`src/rtl/ex_wb_skid_stage_checker.sv`:
```
// Occupancy invariants of the skid stage.
module ex_wb_skid_stage_checker (
    input logic clk,
    input logic reset,
    input logic main_valid,
    input logic skid_valid,
    input logic in_ready
);
    a_skid_implies_main: assert property (@(posedge clk) disable iff (reset)
        skid_valid |-> main_valid);
    a_ready_tracks_skid: assert property (@(posedge clk) disable iff (reset)
        in_ready == !skid_valid);
endmodule

```
`src/rtl/ex_wb_skid_stage.sv`:
```
// ex_wb_skid_stage: EX->WB pipeline register with a valid/ready handshake and a
// two-entry skid buffer (main entry drives the outputs, skid entry absorbs the
// one result that arrives while WB is stalled). Flush kills both entries and
// zeroes their payloads. in_ready is registered and never depends
// combinationally on out_ready.
// Optional feature macro: EX_WB_STALL_CNT_EN adds a saturating stall counter
// (stall_cnt, CNT_WIDTH bits) counting cycles with out_valid & ~out_ready.
module ex_wb_skid_stage #(
    parameter int DATA_WIDTH     = 32,
    parameter int ADDR_WIDTH     = 8,
    parameter int REG_ADDR_WIDTH = 5,
    parameter int CNT_WIDTH      = 16
) (
    input  logic                      clk,
    input  logic                      reset,
    input  logic                      flush,
    input  logic                      in_valid,
    output logic                      in_ready,
    input  logic [DATA_WIDTH-1:0]     alu_output_in,
    input  logic [ADDR_WIDTH-1:0]     ram_addr_in,
    input  logic [REG_ADDR_WIDTH-1:0] reg_addr_wr_in,
    input  logic                      wr_reg_in,
    input  logic                      mem_to_reg_in,
    output logic                      out_valid,
    input  logic                      out_ready,
    output logic [DATA_WIDTH-1:0]     alu_output_out,
    output logic [ADDR_WIDTH-1:0]     ram_addr_out,
    output logic [REG_ADDR_WIDTH-1:0] reg_addr_wr_out,
    output logic                      wr_reg_out,
    output logic                      mem_to_reg_out
`ifdef EX_WB_STALL_CNT_EN
    ,
    output logic [CNT_WIDTH-1:0]      stall_cnt
`endif
);

    // Packed payload: {alu, ram_addr, reg_addr, wr_reg, mem_to_reg}
    localparam int PW = DATA_WIDTH + ADDR_WIDTH + REG_ADDR_WIDTH + 2;

    logic [PW-1:0] main_payload_r, skid_payload_r, in_payload_s;
    logic [PW-1:0] main_payload_next_s, skid_payload_next_s;
    logic          main_valid_r, skid_valid_r, in_ready_r;
    logic          main_valid_next_s, skid_valid_next_s;
    logic          accept_s, pop_s;

    assign in_payload_s = {alu_output_in, ram_addr_in, reg_addr_wr_in, wr_reg_in, mem_to_reg_in};
    assign accept_s     = in_valid & in_ready_r;
    assign pop_s        = main_valid_r & out_ready;

    // Next-state selection for main and skid entries, flush taking priority.
    always_comb begin
        main_valid_next_s   = main_valid_r;
        skid_valid_next_s   = skid_valid_r;
        main_payload_next_s = main_payload_r;
        skid_payload_next_s = skid_payload_r;
        if (flush) begin
            main_valid_next_s   = 1'b0;
            skid_valid_next_s   = 1'b0;
            main_payload_next_s = {PW{1'b0}};
            skid_payload_next_s = {PW{1'b0}};
        end else if (!main_valid_r || pop_s) begin
            if (skid_valid_r) begin
                // Skid is older than anything arriving now, so it goes first.
                main_valid_next_s   = 1'b1;
                main_payload_next_s = skid_payload_r;
                skid_valid_next_s   = accept_s;
                if (accept_s) begin
                    skid_payload_next_s = in_payload_s;
                end else begin
                    skid_payload_next_s = skid_payload_r;
                end
            end else if (accept_s) begin
                main_valid_next_s   = 1'b1;
                main_payload_next_s = in_payload_s;
            end else begin
                main_valid_next_s   = 1'b0;
            end
        end else if (accept_s) begin
            skid_valid_next_s   = 1'b1;
            skid_payload_next_s = in_payload_s;
        end else begin
            skid_valid_next_s   = skid_valid_r;
        end
    end

    // State registers; in_ready is registered from the next skid occupancy.
    always_ff @(posedge clk) begin
        if (reset) begin
            main_valid_r   <= 1'b0;
            skid_valid_r   <= 1'b0;
            main_payload_r <= {PW{1'b0}};
            skid_payload_r <= {PW{1'b0}};
            in_ready_r     <= 1'b1;
        end else begin
            main_valid_r   <= main_valid_next_s;
            skid_valid_r   <= skid_valid_next_s;
            main_payload_r <= main_payload_next_s;
            skid_payload_r <= skid_payload_next_s;
            in_ready_r     <= ~skid_valid_next_s;
        end
    end

    assign in_ready        = in_ready_r;
    assign out_valid       = main_valid_r;
    assign alu_output_out  = main_payload_r[PW-1 -: DATA_WIDTH];
    assign ram_addr_out    = main_payload_r[REG_ADDR_WIDTH+2 +: ADDR_WIDTH];
    assign reg_addr_wr_out = main_payload_r[2 +: REG_ADDR_WIDTH];
    assign wr_reg_out      = main_payload_r[1] & main_valid_r;
    assign mem_to_reg_out  = main_payload_r[0] & main_valid_r;

`ifdef EX_WB_STALL_CNT_EN
    logic [CNT_WIDTH-1:0] stall_cnt_r;

    // Saturating count of cycles WB holds off a valid result; only reset clears it.
    always_ff @(posedge clk) begin
        if (reset) begin
            stall_cnt_r <= {CNT_WIDTH{1'b0}};
        end else if (main_valid_r && !out_ready && (stall_cnt_r != {CNT_WIDTH{1'b1}})) begin
            stall_cnt_r <= stall_cnt_r + {{(CNT_WIDTH-1){1'b0}}, 1'b1};
        end else begin
            stall_cnt_r <= stall_cnt_r;
        end
    end

    assign stall_cnt = stall_cnt_r;
`endif

    ex_wb_skid_stage_checker u_checker (
        .clk        (clk),
        .reset      (reset),
        .main_valid (main_valid_r),
        .skid_valid (skid_valid_r),
        .in_ready   (in_ready_r)
    );

endmodule

```
`config.mk`:
```
export PLATFORM = sky130hd
export DESIGN_NAME = ex_wb_skid_stage
export DESIGN_NICKNAME = d
export VERILOG_FILES = /design/src/rtl/ex_wb_skid_stage_checker.sv /design/src/rtl/ex_wb_skid_stage.sv
export SDC_FILE = /design/constraint.sdc
export NUM_CORES = 1
export LEC_CHECK = 0
export ABC_AREA = 1
export CAP_MARGIN = 15
export CORE_UTILIZATION = 30
export DETAILED_ROUTE_END_ITERATION = 12
export GPL_TIMING_DRIVEN = 0
export PLACE_DENSITY = 0.49
export SLEW_MARGIN = 20
export SYNTH_ARGS = -nofsm -noshare
export SYNTH_HDL_FRONTEND = slang
export SYNTH_SLANG_ARGS = --single-unit
export TNS_END_PERCENT = 100
```
`constraint.sdc`:
```
create_clock -name clk -period 1.45 [get_ports clk]
set_input_delay 0.29 -clock clk [delete_from_list [all_inputs] [get_ports clk]]
set_output_delay 0.29 -clock clk [all_outputs]
set_load 0.02 [all_outputs]
```
==> qor.csv, run 1 <==
metric,value,unit
status,completed,
cts_tree,yes,
io_buffers,100,
fin_crit,1.40,ns
crit_fanout,2,
finalWirelength,13300,um
placementRows,46,
synth_top_family_by_area,simple AND/OR/NAND/NOR gates,
yosys.area_share.simple,30.8,%
cts_buffers,9,
fillCellCount,1791,
path_class,reg2out,
yosysMostFrequentCell,nand2_1,
powerDensity,923,nW/um^2
synth_ff_type,dfxtp_1,
place_hpwl,9250,um
cp_data_required_time,1.16,ns
regArea,1950,sq um
io_pins,101,
cts_htree_levels,3,
slew_viol_final,0,
synthAdderAreaFrac,0,%
area_delta_synth_final,34.1,%
fmax,0.713,GHz
drcViolationCount,0,
avgSynthCellArea,6.33,sq um
grt_antenna_before_repair,0,
vias_per_cell,4.24,
synth-edff-count,0,
synth_warnings,0,
drtAntennaViolNets,0,
first_global_vias,4403,
tightest_slew,0.555,ns
die_w,130,um
slew_headroom,63.0,%
syn_area,4910,sq um
first_pass_iters,5,
post_drt_wl_per_cell,11.9,um
total_power,6080,uW
synthMuxAreaShare,0,%
end_kind,output port,
clock-sinks,97,
grt_max_degree,15,
fin_setup_tns,0,ns
synth_area_leader_cell,dfxtp_1,
yosys-top-cells-area,"dfxtp_1, nand2_1, nor2_1, buf_4, inv_1",
grt_overflow_total,0,
yosysSeqAreaShare,39.5,%
setup_viol,0,
place.gp.congestion,0.746,
synth_top_area_share,39.5,%
multi_input_area,2050,sq um
grt_pass1_wl,21700,um
syn_inst,776,
synth_nets,828,
diodes,0,
drive_above_1_share,13.5,%
root_buffer,clkbuf_16,
synthXorXnorAreaFrac,0,%
ys_ff_latch,97,
min_path_type,reg2reg,
grt_usage,16.7,%
critPathLaunchType,flip-flop,
cts.path.max_buffers,2,
die_h,130,um
peakVddDrop,0.583,mV
p_leak,0.00307,uW
dieArea,16900,sq um
final_util,41.3,%
drtIter0Drc,229,
synth-compound-area-share,9.98,%
synthTopCellsByCount,"nand2_1, nor2_1, inv_1",
finalHoldViolations,0,
worstPathArrival,1.11,ns
fin_skew,0.00335,ns
max-cap-violations,0,
final_area,6590,sq um
core_area,15900,sq um
initial_utilization,30.8,%
vias,4701,
finalNetCount,941,
synthArstFlopShare,0,%
dpl_cell_area,6180,sq um
clk_pin_slew,0.07,ns
yosysUniqueCellTypes,14,
fin_crit_sh,96.8,%
clk_latency,0.34,ns
[path summary, 6_finish.rpt]
kind / to / start / slack (ns) / depth (start not counted)
worst max-delay path: alu_output_out[9] / main_payload_r[24]$_SDFFE_PP0P_ / 0.05 / 2
worst min-delay path: skid_payload_r[42]$_SDFFE_PP0P_ / skid_payload_r[42]$_SDFFE_PP0P_ / 0.48 / 2
worst max register to register: main_payload_r[28]$_SDFFE_PP0P_ / skid_valid_r$_SDFF_PP0_ / 0.10 / 5
worst min register to register: skid_payload_r[42]$_SDFFE_PP0P_ / skid_payload_r[42]$_SDFFE_PP0P_ / 0.48 / 2
[worst max-delay path, stage by stage (launching register included)]
cell and delay [ns]:
dfxtp_1 0.35, buf_4 0.11, dlygate4sd2_1 0.31
[metrics by stage]
stage | cells | hold slack, ns | worst slack, ns
6_report | 1110 | 0.483 | 0.0470
5_1_grt | 1110 | 0.501 | -0.000385
4_1_cts | 1108 | 0.486 | 0.00254
3_5_place_dp | 1092 | 0.469 | -0.657
3_3_place_gp | 1092 | 0.459 | -0.649
2_1_floorplan | 776 | 0.451 | 0.116
[kinds of logic after synthesis]
logic type | after synthesis
AO/OA/AOI/OAI | 98
flip-flops | 97
buffers and inverters | 195
AND/OR/NAND/NOR | 386
[timing repair]
item / CTS / global route
gates resized for setup: 74 / 49
setup buffers: 0 / 1
cloned: 0 / 1
hold buffers: 0 / 0
pin swaps: 0 / 1
endpoints found under the setup margin: 144 / 98
[flip-flops by register name (all words and copies together) (netlist names)]
signal,cells
main_payload_r,47
skid_payload_r,47
in_ready,1
out_valid,1
skid_valid_r,1
[cell type report]
class,instances,area share [%]
multi-input cells,484,31.1
flip-flops and latches,97,29.5
repair buffers,102,14.8
plain buffers,95,10.5
inverters,100,5.70
well taps,216,4.10
clock buffers,13,3.95
clock inverters,3,0.228
[per-layer routing]
layer	share of wire (%)	track usage, %	up-vias
met3	3.4	2.30	9
met1	50	22.0	2096
met5	0	0	-
met2	45	27.9	74
li1	-	-	2522
met4	1.1	5.75	0
[where the power goes]
part / switching, uW / internal (uW)
clock: 1040 / 1250
combinational: 542 / 464
sequential: 40.7 / 2740
[layout by cell type, fill, tap and decap left out, drive strengths merged, types with 39 or more instances in the layout]
cell type,count
buf,77
inv,100
a21oi,50
nand2,195
nor2,144
dlygate4sd2,39
dfxtp,97
clkdlybuf4s50,51
nand3,47
o21ai,48
Power figures use the tool's default switching activity.
==> inputs of run 2 (changes only) <==
--- a/config.mk
+++ b/config.mk
@@ -11,6 +11,7 @@
 export DETAILED_ROUTE_END_ITERATION = 12
 export GPL_TIMING_DRIVEN = 0
 export PLACE_DENSITY = 0.49
+export SKIP_CTS_REPAIR_TIMING = 1
 export SLEW_MARGIN = 20
 export SYNTH_ARGS = -nofsm -noshare
 export SYNTH_HDL_FRONTEND = slang
==> qor.csv, run 2 (synthesis gave the netlist of run 1 again) <==
metric,value,unit,change
setup_viol,0,,unchanged
met3_usage,2.30,%,unchanged
final_area,6710,sq um,+1.9%
core_area,15900,sq um,unchanged
fillCellCount,1782,,-0.50%
first_global_vias,4357,,-1.0%
status,completed,,
finalHoldViolations,0,,unchanged
first_pass_iters,5,,unchanged
reg_top3,"main_payload_r (47), skid_payload_r (47)",,
place.gp.congestion,0.746,,unchanged
die_w,130,um,unchanged
rsz0062_at_grt,true,,
cts_buffers,9,,unchanged
slew_headroom,63.0,%,about the same
root_buffer,clkbuf_16,,
drcViolationCount,0,,unchanged
die_h,130,um,unchanged
placementRows,46,,unchanged
peakVddDrop,0.570,mV,-2.2%
clk_latency,0.34,ns,about the same
final_cell_mix,"nand2_1, nor2_1, inv_1, dfxtp_1, buf_4",,
crit_fanout,10,,+8
path_class,reg2reg,,
initial_utilization,30.8,%,unchanged
end_kind,flip-flop,,
cts_tree,yes,,
drtIter0Drc,223,,-2.6%
min_path_type,reg2reg,,
grt_pass1_wl,21700,um,-0.34%
io_pins,101,,unchanged
fmax,0.724,GHz,+1.6%
fin_skew,0.00585,ns,+0.00250 ns
drtAntennaViolNets,0,,unchanged
grt_usage,16.6,%,-0.035 points
cts_htree_levels,3,,unchanged
cp_data_required_time,1.68,ns,+0.52 ns
fin_crit,1.38,ns,-0.0221 ns
clk_pin_slew,0.07,ns,about the same
place_hpwl,9250,um,unchanged
worstPathArrival,1.62,ns,+0.51 ns
diodes,0,,unchanged
powerDensity,904,nW/um^2,-2.0%
p_leak,0.00368,uW,+20%
grt_overflow_total,0,,unchanged
dpl_cell_area,6180,sq um,unchanged
whs,0.484,ns,+0.000300 ns
regArea,1950,sq um,unchanged
io_buffers,100,,unchanged
clock-sinks,97,,unchanged
grt_max_degree,15,,unchanged
area_delta_synth_final,36.6,%,
layout_commonest_cell,nand2_1,,
grtUsageMet1,22.1,%,+0.076 points
critPathLaunchType,flip-flop,,
drive_above_1_share,12.8,%,-0.75 points
finalNetCount,939,,-0.21%
finalWirelength,13200,um,-0.37%
post_drt_wl_per_cell,11.9,um,-0.19%
tightest_slew,0.555,ns,+0.000278 ns
vias,4696,,-0.11%
slew_viol_final,0,,unchanged
fin_crit_sh,95.2,%,-1.5 points
grt_use_met2,27.7,%,-0.22 points
grt.busiest_layer,met2,,
dieArea,16900,sq um,unchanged
grt_antenna_before_repair,0,,unchanged
multi_input_area,2040,sq um,-0.43%
vias_per_cell,4.24,,about the same
cts.path.max_buffers,2,,unchanged
max-cap-violations,0,,unchanged
## run 2: worst max-delay path, stage by stage, from the launching register on
cell and delay (ns):
dfxtp_4 0.38, buf_8 0.15, clkbuf_1 0.36, o21ai_0 0.19
nor2_1 0.14, nor2_1 0.05
## run 2: path summary, 6_finish.rpt
| path | startpoint | depth (start not counted) | slack, ns | endpoint |
|---|---|---|---|---|
| min | skid_payload_r[41]$_SDFFE_PP0P_ | 2 | 0.48 | skid_payload_r[41]$_SDFFE_PP0P_ |
| min reg2reg | skid_payload_r[41]$_SDFFE_PP0P_ | 2 | 0.48 | skid_payload_r[41]$_SDFFE_PP0P_ |
| max reg2reg | skid_valid_r$_SDFF_PP0_ | 5 | 0.07 | main_payload_r[28]$_SDFFE_PP0P_ |
| max | skid_valid_r$_SDFF_PP0_ | 5 | 0.07 | main_payload_r[28]$_SDFFE_PP0P_ |
## run 2: power breakdown
group / switching [uW] / leakage, uW / internal, uW
Clock: 1020 / 0.000139 / 1250
Combinational: 533 / 0.00275 / 477
Sequential: 40.5 / 0.000790 / 2740
Total: 1600 / 0.00368 / 4470
## run 2: stage by stage
| stage | setup WS, ns | TNS, ns | util, % | power (uW) | cells |
|---|---|---|---|---|---|
| after floorplan | 0.116 | 0 | - | 3430 | 776 |
| after global placement | -0.649 | -48.04 | 38.8 | 3840 | 1092 |
| after detailed placement | -0.657 | -47.83 | 38.8 | 3840 | 1092 |
| after CTS | -0.377 | -26.26 | 40.5 | 6140 | 1108 |
| after global routing | -0.00151 | -0.00151 | 42.1 | 6420 | 1108 |
| final | 0.0691 | 0 | 42.1 | 6070 | 1108 |
## run 2: final cells by class
cell class                 count  area share, %
sequential                    97           29.0
inverter                     100           5.59
clock buffer                  13           3.88
clock inverter                 3          0.224
timing repair buffer         101           16.7
multi-input combinational    484           30.4
tap                          216           4.03
buffer                        94           10.1
## run 2: per-layer routing
| metal | vias up | wire length, um |
|---|---|---|
| li1 | 2518 | - |
| met1 | 2067 | 6430 |
| met2 | 102 | 6010 |
| met3 | 9 | 665 |
| met4 | 0 | 107 |
| met5 | - | 0 |
==> patch 1: new RTL, settings of run 2 <==
The parameter `REG_ADDR_WIDTH` goes from 5 to 3.
--- a/src/rtl/ex_wb_skid_stage.sv
+++ b/src/rtl/ex_wb_skid_stage.sv
@@ -8,7 +8,7 @@
 module ex_wb_skid_stage #(
     parameter int DATA_WIDTH     = 32,
     parameter int ADDR_WIDTH     = 8,
-    parameter int REG_ADDR_WIDTH = 5,
+    parameter int REG_ADDR_WIDTH = 3,
     parameter int CNT_WIDTH      = 16
 ) (
     input  logic                      clk,
Ports: changed (resized reg_addr_wr_in and reg_addr_wr_out); port bits go from 101 to 97. The function was not compared with the original's and may differ.
==> patch 1 against run 2 <==
Synthesized area shrank 1.8%. Cell area shrank 3.6%. Power shrank 1.8%. Global-route usage shrank 1.2 points. Sequential cell count shrank 4. Largest cell class unchanged. Sequential share of layout area shrank 0.21 points. Highest routed layer unchanged. Wire length shrank 7.7%. Sequential power shrank 4%. Clock skew is essentially flat. Synthesized cell count shrank 4.3%. Non-clock buffer count shrank 9. Setup slack gained 0.018 ns.
==> patch 1: results (changes against run 2) <==
[cells_and_area]
stdcell_area_um2 = 6470  ; -3.6%
reg.largest.list = main_payload_r: 45 flops, skid_payload_r: 45 flops
nets = 900  ; -4.2%
diodes = 0  ; unchanged
finalNonFillerCells = 1066  ; -3.8%
fill_cells = 1680  ; -5.7%
drive_above_1_share_pct = 12.5  ; -0.27 points

[min_path]
min_path_type = reg -> reg

[global_routing]
grt_usage_pct = 15.4  ; -1.2 points
grt_max_degree = 14  ; -1
met1_usage_pct = 19.7  ; -2.4 points
antenna_found_initial = 0  ; unchanged
use_met3_pct = 2.45  ; +0.16 points
grt_first_pass_wirelength_mm = 20.1  ; -7.3%
grt_pass1_vias = 4286  ; -1.6%
use_met2_pct = 25.8  ; -1.9 points

[placement]
gp_routability_congestion = 0.773  ; +3.6%
hpwl_mm = 8.69  ; -6.0%
dpl_cell_area_um2 = 6050  ; -2.2%
io_buffers = 96  ; -4.0%
pre_cts_slack_ns = -0.293  ; +0.364 ns

[yosys]
yosysSeqAreaShare_pct = 38.6  ; -0.94 points
synth_flop_cell = dfxtp_1
synth_nets = 793  ; -4.2%
avgSynthCellArea_um2 = 6.50  ; +2.6%
synth_area_leaders = dfxtp_1 39%, nand2_1 14%, nor2_1 11%
synth_commonest_cells = 183 x nand2_1, 138 x nor2_1, 94 x inv_1, 93 x dfxtp_1
synth.distinct_cells = 16  ; +2
async_reset_ff_share_pct = 0  ; unchanged

[worst_setup_path]
critPathArrivalTime_ns = 1.60  ; -0.02 ns
cp_top_family = buffers and inverters
cp_slowest_cell = clkdlybuf4s50_1
max_stage_delay_ns = 0.50  ; +0.12 ns
critical_path.max_fanout = 10  ; unchanged

[status]
outcome = completed

[clock_network]
htreeDepth = 3  ; unchanged
numCtsBuffers = 9  ; unchanged
cts_root_buffer = clkbuf_16
clkTransAtPathRegs_ns = 0.06
cts_max_path_buffers = 2  ; unchanged
clock_latency_ns = 0.34  ; about the same

[drt]
via_per_inst = 4.24  ; about the same
dr.pass1.iters = 4  ; -1
drtIter0Drc = 257  ; +15%
wl_per_cell_um = 11.4  ; -4.1%

[sta]
fin_skew_ns = 0.00552  ; -0.000331 ns
max-slew-margin-rel_pct = 72.0  ; +9.0 points

[power]
p_leak_nw = 3.56  ; -3.2%
vdd.ir_drop.worst_mv = 0.494  ; -13%

patch 1: cell families (layout without fill, tap and decap cells):
group | Yosys count | after routing | share of synthesized area [%]
compound gates | 94 | 94 | 9.75
simple gates | 370 | 370 | 30.6
buf+inv | 186 | 298 | 21.0
flops | 93 | 93 | 38.6
patch 1: routing by layer:
layer / routed length [µm] / vias up
met2: 5740 / 80
met4: 220 / 0
met5: 0 / -
met1: 5790 / 2014
met3: 449 / 16
li1: - / 2409
patch 1: layout make-up:
class,count,area share [%]
Multi-Input combinational cell,464,30.1
Sequential cell,93,28.8
Timing Repair Buffer,96,16.7
Inverter,96,5.61
Tap cell,211,4.08
Buffer,90,10.2
Clock buffer,16,4.51
patch 1: worst reg2reg max path, delay by kind of cell (launching register included):
kind | cells | cell delay, ns
AO/OA/AOI/OAI | 1 | 0.16
AND/OR/NAND/NOR | 2 | 0.18
buffers and inverters | 2 | 0.51
flip-flops | 1 | 0.31
patch 1: path summary, 6_finish.rpt:
check,startpoint,cells past startpoint,slack (ns),end
setup reg to reg,skid_valid_r,5,0.18,main_payload_r[11]
hold reg to reg,skid_payload_r[15],2,0.48,skid_payload_r[15]
hold / removal,skid_payload_r[15],2,0.48,skid_payload_r[15]
setup / recovery,in_valid,7,0.09,skid_payload_r[20]
patch 1: where the power goes:
group | switching, W | total [W] | internal [W] | leakage (nW)
Clock | 0.000987 | 0.00234 | 0.00136 | 0.143
Combinational | 0.000495 | 0.000949 | 0.000454 | 2.66
Sequential | 0.0000379 | 0.00267 | 0.00263 | 0.756
Total | 0.00152 | 0.00596 | 0.00444 | 3.56
==> patch 2: new RTL, config.mk and constraints of run 2 <==
Made on the original files. Build with the macro `EX_WB_STALL_CNT_EN` defined.
--- a/src/rtl/ex_wb_skid_stage.sv
+++ b/src/rtl/ex_wb_skid_stage.sv
@@ -5,6 +5,8 @@
 // combinationally on out_ready.
 // Optional feature macro: EX_WB_STALL_CNT_EN adds a saturating stall counter
 // (stall_cnt, CNT_WIDTH bits) counting cycles with out_valid & ~out_ready.
+`define EX_WB_STALL_CNT_EN
+
 module ex_wb_skid_stage #(
     parameter int DATA_WIDTH     = 32,
     parameter int ADDR_WIDTH     = 8,
Check against the original RTL (old outputs only; new: stall_cnt): equivalent (Yosys induction, for registers that start in step).
==> patch 2 against run 2 <==
Clock skew grew 0.0042 ns. Utilization grew 2.9 points. Synthesized area grew 3.6%. Sequential power grew 16%. Die area grew 3.5%. Cell area grew 11%. First-iteration DRC count grew 17%. Global-route usage grew 0.19 points. Combinational power shrank 20%. Via count grew 5.2%. Setup slack lost 0.018 ns. Wire length grew 9.2%. Sequential cell count grew 16. Power grew 34%.
==> patch 2: results (changes against run 2) <==
[status]
outcome = completed

[yosys]
synth_nets = 755  ; -8.8%
synth_edf_count = 0  ; unchanged
synth_flop_cell = dfxtp_1
synth.distinct_cells = 22  ; +8
synth_commonest_cells = 139 x nor2_1, 119 x nand2_1, 113 x dfxtp_1, 87 x o21ai_0, 47 x buf_4
yosysSeqAreaShare_pct = 44.5  ; +4.9 points
synth_area_leaders = dfxtp_1 44%, nor2_1 10%, nand2_1 8.8%
async_reset_ff_share_pct = 0  ; unchanged
avgSynthCellArea_um2 = 7.25  ; +14%
synth_warnings = 0  ; unchanged

[drt]
dr.pass1.iters = 4  ; -1
wirelength_mm = 14.4  ; +9.2%
wl_per_cell_um = 13.4  ; +13%
via_per_inst = 4.60  ; +8.4%
drtIter0Drc = 261  ; +17%

[clock_network]
clock_latency_ns = 0.41  ; +0.07 ns
cts_root_buffer = clkbuf_16
clkTransAtPathRegs_ns = 0.05  ; -0.02 ns
cts_max_path_buffers = 2  ; unchanged
htreeDepth = 4  ; +1
numCtsBuffers = 17  ; +8

[worst_setup_path]
rrSetupSlack_ns = 0.06
critPathArrivalTime_ns = 1.11  ; -0.51 ns
critical_path.max_fanout = 2  ; -8

[global_routing]
grt_pass1_vias = 4644  ; +6.6%
grt_max_degree = 17  ; +2
antenna_found_initial = 0  ; unchanged
grt_first_pass_wirelength_mm = 23.0  ; +6.2%
grt_usage_pct = 16.8  ; +0.19 points

[cells_and_area]
drive_above_1_share_pct = 17.4  ; +4.6 points
diodes = 0  ; unchanged
nets = 895  ; -4.7%

[power]
p_leak_nw = 4.36  ; +19%
vdd.ir_drop.worst_mv = 0.850  ; +49%

[placement]
dpl_cell_area_um2 = 6530  ; +5.5%
hpwl_mm = 10.5  ; +13%
io_buffers = 116  ; +16%
gp_routability_congestion = 0.872  ; +17%
pre_cts_slack_ns = -0.715  ; -0.0578 ns
dpl.cell_count = 1038  ; -4.9%

[sta]
max-slew-margin-rel_pct = 70.8  ; +7.8 points
fin_skew_ns = 0.0100  ; +0.00418 ns
setup_ws_ns = 0.0514  ; -0.0177 ns

[min_path]
min_path_type = in -> reg

==> patch 2: area by class of cell <==
cell class                      instances  area [µm²]
Buffer                                 84         568
Clock buffer                           22         474
Clock inverter                         10         109
Fill cell                            1658        9130
Inverter                               46         178
Multi-Input combinational cell        458        2220
Sequential cell                       113        2280
Tap cell                              220         275
Timing Repair Buffer                  122        1350
==> patch 2: cells by family (layout without fill, tap and decap cells) <==
kind of cell    after synthesis  in the layout  synth area share (%)
flops                       113            113                  44.5
simple gates                304            304                  23.9
buf+inv                     131            284                  13.6
compound gates              153            153                  17.8
fa+ha+maj                     1              1                 0.246
==> patch 2: power by group <==
part | total (W) | internal [W] | leakage [nW] | switching (W)
Sequential | 0.00323 | 0.00319 | 0.923 | 0.0000439
Combinational | 0.000812 | 0.000409 | 3.15 | 0.000402
Clock | 0.00409 | 0.00265 | 0.286 | 0.00144
==> patch 2: worst paths after layout <==
check,endpoint,cells after the start,startpoint
worst max-delay path,alu_output_out[22],2,main_payload_r[37]
worst min-delay path,skid_payload_r[33],3,alu_output_in[18]
worst max register to register,main_payload_r[11],7,in_ready
worst min register to register,main_payload_r[27],2,main_payload_r[27]
==> patch 2: layer usage <==
metal / up-vias / GRT usage, % / wire, µm
met5: - / 0 / 0
met3: 9 / 4.31 / 664
li1: 2512 / - / -
met1: 2309 / 21.0 / 6760
met4: 0 / 6.32 / 89
met2: 110 / 27.9 / 6910
==> patch 2: worst max-delay path: stages, from the launching register on <==
cell and delay (ns):
dfxtp_1 0.37, buf_4 0.12, dlymetal6s2s_1 0.22
==> patch 2: through the flow <==
step	utilization (%)	hold slack, ns
CTS	42.9	0.423
floorplan	-	0.359
detailed placement	39.4	0.475
finish	45.0	0.442
global placement	39.4	0.471
global route	45.0	0.447
